`config.mk`:
```
export PLATFORM = sky130hd
export DESIGN_NAME = axil_write_arbiter
export DESIGN_NICKNAME = d
export VERILOG_FILES = /design/src/rtl/axil_write_arbiter.sv
export SDC_FILE = /design/constraint.sdc
export NUM_CORES = 1
export LEC_CHECK = 0
export CAP_MARGIN = 20
export CORE_MARGIN = 4
export CORE_UTILIZATION = 42
export CTS_CLUSTER_SIZE = 20
export DETAILED_ROUTE_END_ITERATION = 8
export PLACE_DENSITY = 0.78
export REMOVE_ABC_BUFFERS = 1
export SETUP_SLACK_MARGIN = 0.15
export SLEW_MARGIN = 5
export SYNTH_ARGS = -nofsm -noshare
export SYNTH_HDL_FRONTEND = slang
export SYNTH_SLANG_ARGS = --single-unit
export TNS_END_PERCENT = 5
```
`constraint.sdc`:
```
create_clock -name aclk -period 4.9 [get_ports aclk]
set_input_delay 0.49 -clock aclk [delete_from_list [all_inputs] [get_ports aclk]]
set_output_delay 0.49 -clock aclk [all_outputs]
set_load 0.005 [all_outputs]
```
`src/rtl/axil_write_arbiter.sv`:
```
// Per-slave AXI-Lite write-path arbiter: grants one master for the whole AW/W/B transaction.
// Define AXIL_WRITE_ARB_RR_EN to build round-robin arbitration instead of fixed priority.
module axil_write_arbiter #(
   parameter int NUMBER_MASTER = 20,
   parameter int IDX_WIDTH     = $clog2(NUMBER_MASTER)
) (
   input  logic                     aclk,
   input  logic                     areset,
   input  logic [NUMBER_MASTER-1:0] req,
   input  logic                     aw_hs,
   input  logic                     w_hs,
   input  logic                     b_hs,
   output logic [NUMBER_MASTER-1:0] grant,
   output logic [IDX_WIDTH-1:0]     grant_idx,
   output logic                     grant_valid,
   output logic                     protocol_err
);

   typedef enum logic [1:0] {
      IDLE = 2'd0,
      DATA = 2'd1,
      RESP = 2'd2
   } state_t;

   state_t                   state_q, state_d;
   logic                     aw_done_q, aw_done_d;
   logic                     w_done_q, w_done_d;
   logic [NUMBER_MASTER-1:0] grant_q, grant_d;
   logic [IDX_WIDTH-1:0]     grant_idx_q, grant_idx_d;
   logic                     grant_valid_q, grant_valid_d;
   logic                     protocol_err_q, protocol_err_d;

   logic                     winner_found;
   logic [IDX_WIDTH-1:0]     winner_idx;

`ifdef AXIL_WRITE_ARB_RR_EN
   logic [IDX_WIDTH-1:0]     last_idx_q, last_idx_d;
   logic [IDX_WIDTH-1:0]     candidate;

   // Scan upward from the master after the last one served, wrapping around.
   always_comb begin
      winner_found = 1'b0;
      winner_idx   = '0;
      candidate    = '0;
      for (int i = 1; i <= NUMBER_MASTER; i++) begin
         candidate = IDX_WIDTH'((32'(last_idx_q) + 32'(i)) % 32'(NUMBER_MASTER));
         if (!winner_found && req[candidate]) begin
            winner_found = 1'b1;
            winner_idx   = candidate;
         end
      end
   end
`else
   // NOTE: every variable written here gets a default first, so no latch is inferred.
   always_comb begin
      winner_found = 1'b0;
      winner_idx   = '0;
      for (int i = NUMBER_MASTER - 1; i >= 0; i--) begin
         if (req[i]) begin
            winner_found = 1'b1;
            winner_idx   = IDX_WIDTH'(i);
         end
      end
   end
`endif

   always_comb begin
      state_d        = state_q;
      aw_done_d      = aw_done_q;
      w_done_d       = w_done_q;
      grant_d        = grant_q;
      grant_idx_d    = grant_idx_q;
      grant_valid_d  = grant_valid_q;
      protocol_err_d = protocol_err_q | (b_hs && (state_q != RESP));
`ifdef AXIL_WRITE_ARB_RR_EN
      last_idx_d     = last_idx_q;
`endif

      case (state_q)
         IDLE: begin
            if (winner_found) begin
               grant_d             = '0;
               grant_d[winner_idx] = 1'b1;
               grant_idx_d         = winner_idx;
               grant_valid_d       = 1'b1;
               state_d             = DATA;
`ifdef AXIL_WRITE_ARB_RR_EN
               last_idx_d          = winner_idx;
`endif
            end
         end
         DATA: begin
            // AW and W may complete in either order or together.
            if ((aw_done_q | aw_hs) && (w_done_q | w_hs)) begin
               aw_done_d = 1'b0;
               w_done_d  = 1'b0;
               state_d   = RESP;
            end else begin
               aw_done_d = aw_done_q | aw_hs;
               w_done_d  = w_done_q | w_hs;
            end
         end
         RESP: begin
            if (b_hs) begin
               grant_d       = '0;
               grant_idx_d   = '0;
               grant_valid_d = 1'b0;
               state_d       = IDLE;
            end
         end
         default: state_d = IDLE;
      endcase
   end

   // NOTE: sequential state uses non-blocking assignments only.
   always_ff @(posedge aclk) begin
      if (areset) begin
         state_q        <= IDLE;
         aw_done_q      <= 1'b0;
         w_done_q       <= 1'b0;
         grant_q        <= '0;
         grant_idx_q    <= '0;
         grant_valid_q  <= 1'b0;
         protocol_err_q <= 1'b0;
`ifdef AXIL_WRITE_ARB_RR_EN
         last_idx_q     <= IDX_WIDTH'(NUMBER_MASTER - 1);
`endif
      end else begin
         state_q        <= state_d;
         aw_done_q      <= aw_done_d;
         w_done_q       <= w_done_d;
         grant_q        <= grant_d;
         grant_idx_q    <= grant_idx_d;
         grant_valid_q  <= grant_valid_d;
         protocol_err_q <= protocol_err_d;
`ifdef AXIL_WRITE_ARB_RR_EN
         last_idx_q     <= last_idx_d;
`endif
      end
   end

   assign grant        = grant_q;
   assign grant_idx    = grant_idx_q;
   assign grant_valid  = grant_valid_q;
   assign protocol_err = protocol_err_q;

endmodule

```
### After elaboration in Yosys (flattened, before gate mapping)

Cells that the tools add are included.

* flip-flop bits (word level): 31
* input port bits: 25
* output and inout port bits: 27
* logic and storage cells: 82

* $lt $le $gt $ge: 2
* equality and inequality tests: 6
* mux-type cells: 57
* bitwise gates (word level): 3
* reduce and logical (&&, ||, !) cells: 7

Operator list (number)
* two-way mux 5 bit: 22
* two-way mux 20 bit: 2
* one-hot mux 20 bit (2 select lines): 1
* two-way mux 1 bit: 25
* one-hot mux 5 bit (2 select lines): 1
* != test 2 bit, second input constant: 4
* < comparator 5 x 6 -> 1 bit, second input constant: 1
* two-way mux 2 bit: 3
* one-hot mux 2 bit (3 select lines): 1
* AND reduction 3 bit: 2
* demux 1 bit (select 5 bit): 1
* greater-or-equal comparator 5 x 1 -> 1 bit, second input constant: 1
* logical AND 1 bit: 3
* bitwise OR 1 bit: 3
* == test 2 x 1 -> 1 bit, second input constant: 1
* == test 2 bit, second input constant: 1
* zero test 2 bit: 1
* one-hot mux 1 bit (2 select lines): 1
* nonzero test 2 bit: 1

### Logic depth before layout (Yosys ltp)

Gate-level depths: netlist of the first run.

* word-level depth: 26
* mapped depth: 7
* depth with buffers taken out: 6

### Least setup slack after synthesis of the first run

OpenSTA, ideal clock, no wires.

* path kind: in2reg
* start: in req[7]
* end: reg grant_q[18] (netlist: grant[18])
* setup time: 0.069 ns
* data arrival time: 1.994 ns
* data required time: 4.831 ns
* slack: 2.837 ns
* cell stages on the path: 6
* path buffers: 0
* cell sequence: or4_4 -> nand2b_4 -> nor2_8 -> nand4_4 -> or4_4 -> o21ai_1

* cells in the longest elaborated chain, start to end: 14
* elaborated cells between the ends (all ways): 25
* those cells by class: 2 x order compare; 1 x eq/ne; 20 x mux; 2 x reduce/logical

Ends and longest elaborated chain
* start, declared: line 9 `input logic [NUMBER_MASTER-1:0] req,`
* two-way mux 5 bit (8 in series): line 59 `if (req[i]) begin`
* < comparator 5 x 6 -> 1 bit (not written as such) or greater-or-equal comparator 5 x 1 -> 1 bit (tied branches): line 83 `grant_d[winner_idx] = 1'b1;`
* logical AND 1 bit (not written as such): line 83
* two-way mux 1 bit (not written as such): line 83
* demux 1 bit (select 5 bit): line 83
* two-way mux 20 bit: line 81 `if (winner_found) begin`
* one-hot mux 20 bit (2 select lines): line 79 `case (state_q)`
* end signal, assigned: line 132 `grant_q <= grant_d;`
* end, declared: line 28 `logic [NUMBER_MASTER-1:0] grant_q, grant_d;`

Several ways; a longest one is shown, not always the timed one. The select of a mux whose other input is x is not followed.
A chain may end at the register's enable or synchronous reset.

### Final worst setup path of the first run

* start: in req[3]
* end: reg grant_q[19] (netlist: grant[19])

* cells in the longest elaborated chain, start to end: 10
* elaborated cells between the ends (all ways): 17
* those cells by class: 2 x order compare; 1 x eq/ne; 12 x mux; 2 x reduce/logical

Ends and longest elaborated chain (line)
* two-way mux 5 bit (4 in series): 59
* < comparator 5 x 6 -> 1 bit (not written as such) or greater-or-equal comparator 5 x 1 -> 1 bit (tied branches): 83
* logical AND 1 bit (not written as such): 83
* two-way mux 1 bit (not written as such): 83
* demux 1 bit (select 5 bit): 83
* two-way mux 20 bit: 81
* one-hot mux 20 bit (2 select lines): 79

Several ways; a longest one is shown, not always the timed one. The select of a mux whose other input is x is not followed.

==> results of run 1 <==
## final cells by class
| type | count | area, um2 | share of cell area (%) |
|---|---|---|---|
| multi-input cells | 125 | 737.0 | 36.86 |
| inverters | 5 | 18.77 | 0.9387 |
| clock inverters | 1 | 5.005 | 0.2503 |
| clock buffers | 7 | 45.04 | 2.253 |
| repair buffers | 52 | 518.0 | 25.91 |
| well taps | 44 | 55.05 | 2.753 |
| flip-flops and latches | 31 | 620.6 | 31.04 |
## cell usage in the layout, fill, tap and decap left out, types with 2 or more instances in the layout
| cell type | n |
|---|---|
| clkdlybuf4s50_1 | 51 |
| nand2_1 | 31 |
| dfxtp_1 | 31 |
| a21oi_1 | 14 |
| nor2_1 | 12 |
| o21ai_0 | 10 |
| o21ai_1 | 7 |
| nor3_1 | 5 |
| inv_1 | 5 |
| clkbuf_4 | 5 |
| nand3_1 | 4 |
| o31ai_1 | 4 |
| nand2b_1 | 3 |
| nor4_1 | 3 |
| o21a_1 | 3 |
| or4_4 | 2 |
| nor4_2 | 2 |
| a221oi_1 | 2 |
| or4_1 | 2 |
| or2_2 | 2 |
| or3_1 | 2 |
| clkbuf_1 | 2 |
## cell families after synthesis
logic type / after synthesis / synth area share, %
AO/OA/AOI/OAI: 48 / 20.57
buffers and inverters: 11 / 4.237
flip-flops: 31 / 43.78
AND/OR/NAND/NOR: 77 / 31.42
## worst paths after layout
check                                 end  depth (start not counted)  slack [ps]
worst max-delay path            grant[19]                          7        2580
worst min-delay path            grant[18]                          2         450
worst max register to register  grant[19]                          5        3020
worst min register to register  grant[18]                          2         450
## state kept, by name (all words and copies together), names as in the netlist
| signal | flops |
|---|---|
| state_q | 2 |
| w_done_q | 1 |
| grant_idx | 5 |
| protocol_err | 1 |
| aw_done_q | 1 |
| grant_valid | 1 |
| grant | 20 |
## per-stage QoR
step / std cells / setup slack (ps) / utilization (%) / total power, mW / instance area (um2)
floorplan: 161 / 2732 / - / 0.3049 / 1376
global placement: 257 / 2309 / 62.32 / 0.3504 / 1949
detailed placement: 257 / 2231 / 62.32 / 0.3526 / 1949
CTS: 265 / 2583 / 63.92 / 0.4892 / 1999
global route: 265 / 2467 / 63.92 / 0.5126 / 1999
finish: 265 / 2585 / 63.92 / 0.4849 / 1999
## power groups by stage
stage / Clock, mW / Combinational, mW / Sequential (mW)
CTS: 0.142 / 0.0819 / 0.265
detailed placement: 0 / 0.0814 / 0.271
global placement: 0 / 0.0796 / 0.271
finish: 0.138 / 0.0820 / 0.265
global route: 0.156 / 0.0899 / 0.267
floorplan: 0 / 0.0346 / 0.270
## cell usage after synthesis, types with 2 or more instances
cell / n
nor3_1: 5
or3_1: 2
or4_1: 2
a21oi_1: 14
nor4_2: 2
inv_1: 5
o21ai_0: 10
or2_2: 2
or4_4: 2
nand3_1: 4
a221oi_1: 2
nand2_1: 31
o31ai_1: 4
clkbuf_1: 2
dfxtp_1: 31
o21ai_1: 7
nand2b_1: 3
buf_4: 3
nor2_1: 12
nor4_1: 3
o21a_1: 3
## routing by layer
metal  wire, um  vias up
li1           -      702
met1       1578      621
met2       1818       50
met3        227        5
met4         33        0
met5          0        -
## critical path: stages
cell and delay, ps:
clkdlybuf4s50_1 480, nor4_2 620, nand2b_4 140, nor2_8 160, nand4_4 130, or4_4 440, o21ai_1 120
==> flow_summary.json, run 1 <==
{
  "n_fill_cell": 275,
  "use_met3_pct": 6.293,
  "ir_drop_uv": 131.1,
  "post_cts_resized": 0,
  "max_freq_mhz": 431.9,
  "clock_latency_ps": 320,
  "finalSetupViolCount": 0,
  "grtUsageTotal_pct": 18.33,
  "async_reset_ff_share_pct": 0,
  "fp.coreArea_um2": 3128,
  "endpoint_kind": "flop",
  "grt_use_met2_pct": 30.61,
  "post_drt_wl_per_cell_um": 13.80,
  "seq_area_frac_synth_pct": 43.78,
  "cp_data_arrival_time_ps": 2580,
  "drc": 0,
  "netSwitchingFraction_pct": 26.56,
  "syn_avg_cell_area_um2": 8.489,
  "root_buffer": "clkbuf_4",
  "dr.pass1.iters": 4,
  "fin_hold_ws_ps": 445.5,
  "cts_buffers": 5,
  "grt_pass1_vias": 1342,
  "synth_top_area_share_pct": 43.78,
  "hold_buffers": 0,
  "syn_inst": 167,
  "crit_path_start": "req[3]",
  "grt_use_met1_pct": 22.21,
  "setup.worst_path.start_class": "primary input",
  "antenna_found_initial": 0,
  "hold_path.class": "flop to flop",
  "status": "completed",
  "worst_slew_pin_slew_ps": 616.9,
  "finalCritPeriodShare_pct": 47.25,
  "critPathKind": "primary input to flop",
  "first_iter_violations": 70,
  "die_area_um2": 4369,
  "drv_slew": 0,
  "rsz0062_at_grt": "false",
  "grt_first_pass_wirelength_mm": 6.161,
  "num_vias": 1378,
  "initial_utilization_pct": 45.32,
  "grt_max_degree": 23,
  "cp_max_fo": 5,
  "combPwrFrac_pct": 16.9,
  "crit_required_ps": 5170,
  "cts_num_sinks": 31,
  "clk_path_buf_depth": 2,
  "portBuffers": 51,
  "slew_headroom_pct": 58.53,
  "viasPerCell": 5.200,
  "switchingPower_uw": 128.8,
  "ys_warn_count": 0,
  "cts_tree": "yes",
  "holdCritStartpoint": "grant[18]",
  "ys_types": 39,
  "nets": 245,
  "clock_skew_ps": 3.794,
  "fp.dieW_um": 66.10,
  "ios": 52,
  "synth_edf_count": 0,
  "rr_startpoint": "state_q[0]",
  "ant_nets": 0,
  "overflow": 0,
  "clk_pin_slew_ps": 90,
  "period_minus_slack_ps": 2315,
  "maxCapViolations": 0,
  "p_leak_nw": 0.7152,
  "dpl.hpwl_mm": 2.943,
  "hold_violations": 0,
  "area_growth_pct": 41.04,
  "wirelength_mm": 3.657,
  "p_int_uw": 356.1,
  "rows": 20,
  "pwr-share-seq_pct": 54.7,
  "htree_levels": 2,
  "routabilityCongestion": 0.8326,
  "layout-drive-gt1-share_pct": 9.050,
  "ys_seq_elements": 31,
  "die_h_um": 66.10,
  "synth_area_um2": 1418,
  "ys.flop_type": "dfxtp_1",
  "power.density_nw_per_um2": 242.5,
  "postCtsSetupBuffers": 0,
  "gr-max-usage-layer": "met2",
  "synthTopCellsByArea": "dfxtp_1, nand2_1, a21oi_1",
  "tns_ps": 0,
  "synth_largest_area_cell": "dfxtp_1",
  "n_antenna_cell": 0,
  "clock_power_share_pct": 28.4
}
(Power assumes the default switching activity.)
==> run 2: changes to the inputs <==
Settings changed: CORE_UTILIZATION 42 to 39, PLACE_DENSITY 0.78 to 0.76.
Clock period 4.9 ns to 1.9 ns, I/O delays scaled along.
==> run 2 against run 1 <==
Net effect:
- power rose to 2.7 times the previous value
- combinational power rose to 3.2 times the previous value
- critical path depth up 1
- worst hold slack better by 2.2 ps
- register-to-register slack worse by 2700 ps
- die area up 6.8%
- via count up 6.2%
- global-route usage down 1.9 points
- non-clock buffer count up 28
- core utilization up 2.9 points
- wire length down 3.9%
- sequential power rose to 2.6 times the previous value
==> flow_summary.json, run 2 (synthesis results as in run 1) <==
{
  "maxCapViolations": 0,
  "initial_utilization_pct": 41.50,
  "period_minus_slack_ps": 1658,
  "grt_use_met2_pct": 25.15,
  "switchingPower_uw": 342.9,
  "grtUsageTotal_pct": 16.39,
  "netSwitchingFraction_pct": 25.88,
  "grt_first_pass_wirelength_mm": 5.630,
  "first_iter_violations": 69,
  "cp_data_arrival_time_ps": 1930,
  "hold_path.class": "flop to flop",
  "endpoint_kind": "flop",
  "cts_tree": "yes",
  "crit_family": "simple AND/OR/NAND/NOR gates",
  "ant_nets": 0,
  "p_int_uw": 982.3,
  "reg2reg_depth": 5,
  "grt_pass1_vias": 1314,
  "area_growth_pct": 60.90,
  "slowest_stage": "clkdlybuf4s50_1",
  "htree_levels": 2,
  "critPathKind": "primary input to flop",
  "hold_violations": 0,
  "min_path_cells": 2,
  "gr-max-usage-layer": "met2",
  "holdCritStartpoint": "grant[17]",
  "fp.dieW_um": 68.29,
  "placed_cell_area_um2": 2160,
  "crit_required_ps": 2170,
  "dpl.hpwl_mm": 2.817,
  "rr_startpoint": "state_q[0]",
  "power.density_nw_per_um2": 581.0,
  "pwr-share-seq_pct": 51.1,
  "clock_skew_ps": 7.802,
  "wirelength_mm": 3.516,
  "grt_max_degree": 23,
  "num_vias": 1464,
  "post_drt_wl_per_cell_um": 11.96,
  "clock_power_share_pct": 28.9,
  "ios": 52,
  "drc": 0,
  "n_antenna_cell": 0,
  "finalSetupViolCount": 0,
  "final_cell_area_um2": 2281,
  "max_freq_mhz": 603.0,
  "cts_buffers": 5,
  "p_leak_nw": 0.9282,
  "combPwrFrac_pct": 20.0,
  "tns_ps": 0,
  "dr.pass1.iters": 4,
  "finalNonFillerCells": 294,
  "clk_pin_slew_ps": 90,
  "root_buffer": "clkbuf_4",
  "status": "completed",
  "crit_buf_inv": 2,
  "r2r_slack_ps": 310,
  "nets": 273,
  "largest_register_ffs": 20,
  "cp_max_fo": 4,
  "setup.worst_path.start_class": "primary input",
  "cpPeakStageDelay_ps": 460,
  "finalCritPeriodShare_pct": 87.28,
  "fin_hold_ws_ps": 447.7,
  "die_h_um": 68.29,
  "use_met3_pct": 4.105,
  "drv_slew": 0,
  "rsz0062_at_grt": "true",
  "final_common_cell": "clkdlybuf4s50_1",
  "fp.coreArea_um2": 3416,
  "clock_latency_ps": 330,
  "viasPerCell": 4.980,
  "grt_use_met1_pct": 20.60,
  "die_area_um2": 4664,
  "layout-drive-gt1-share_pct": 22.18,
  "worst_slew_pin_slew_ps": 344.4,
  "timing.rr.end": "grant[19]",
  "hold-path-endpoint": "grant[17]",
  "clk_path_buf_depth": 2,
  "mostFrequentLayoutCells": "clkdlybuf4s50_1, dfxtp_1, nand2_1",
  "total_power_mw": 1.325,
  "cp_cell_sequence": "clkdlybuf4s50_1 -> nor4_2 -> o31ai_1 -> a21oi_2 -> nor3_1 -> buf_4 -> or2_2 -> o21ai_1",
  "routabilityCongestion": 0.7830,
  "ir_drop_uv": 283.7,
  "portBuffers": 51,
  "cts_num_sinks": 31,
  "overflow": 0,
  "dp_cells": 285,
  "rows": 21,
  "slew_headroom_pct": 77.04,
  "antenna_found_initial": 0
}
run 2: changes by cell type in the layout (fill, tap and decap cells not counted), sizes merged:
| cell | delta |
|---|---|
| buf | +28 |
| clkbuf | -1 |
| dlygate4sd2 | +3 |
| dlymetal6s2s | +6 |
| clkdlybuf4s50 | -9 |
run 2: area by class of cell:
| class | count | area (um2) |
|---|---|---|
| clock inverter | 1 | 5.005 |
| clock buffer | 6 | 51.30 |
| timing repair buffer | 80 | 752.0 |
| multi-input combinational | 125 | 775.7 |
| fill | 293 | 1135 |
| inverter | 5 | 18.77 |
| tap | 46 | 57.56 |
| sequential | 31 | 620.6 |
run 2: how the worst max path moves through the flow:
stage | start | end | cells after the start
floorplan | req[7] | grant_idx[3] | 5
global placement | req[7] | grant[19] | 7
detailed placement | req[7] | grant[19] | 7
CTS | state_q[0] | grant[19] | 5
global route | req[12] | grant[3] | 8
finish | req[14] | grant[17] | 8
run 2: power by group through the flow:
stage	logic (mW)	registers, mW	clock network, mW
2_1_floorplan	0.0892	0.697	0
3_3_place_gp	0.254	0.693	0
3_5_place_dp	0.256	0.693	0
4_1_cts	0.255	0.678	0.394
5_1_grt	0.290	0.680	0.412
6_report	0.265	0.678	0.383
run 2: routing by layer:
metal  routed length [um]  up-vias
li1                     -      754
met1                 1605      657
met2                 1632       47
met3                  210        6
met4                   68        0
met5                    0        -
run 2: repair_timing:
item,CTS,global route
setup endpoints to repair,7,16
pin swaps,3,1
hold buffers,0,0
resized for setup,3,14
setup buffers,1,1
run 2: worst min-delay path, stage by stage (launching register included):
cell and delay [ps]:
dfxtp_1 320, nand2_1 50, o21ai_1 50
run 2: stage by stage:
| stage | setup slack, ps | util, % |
|---|---|---|
| after floorplan | 31.89 | - |
| after global placement | -268.6 | 63.22 |
| after detailed placement | -306.1 | 63.22 |
| after CTS | 155.3 | 64.98 |
| after global routing | 138.5 | 66.78 |
| final | 241.8 | 66.78 |
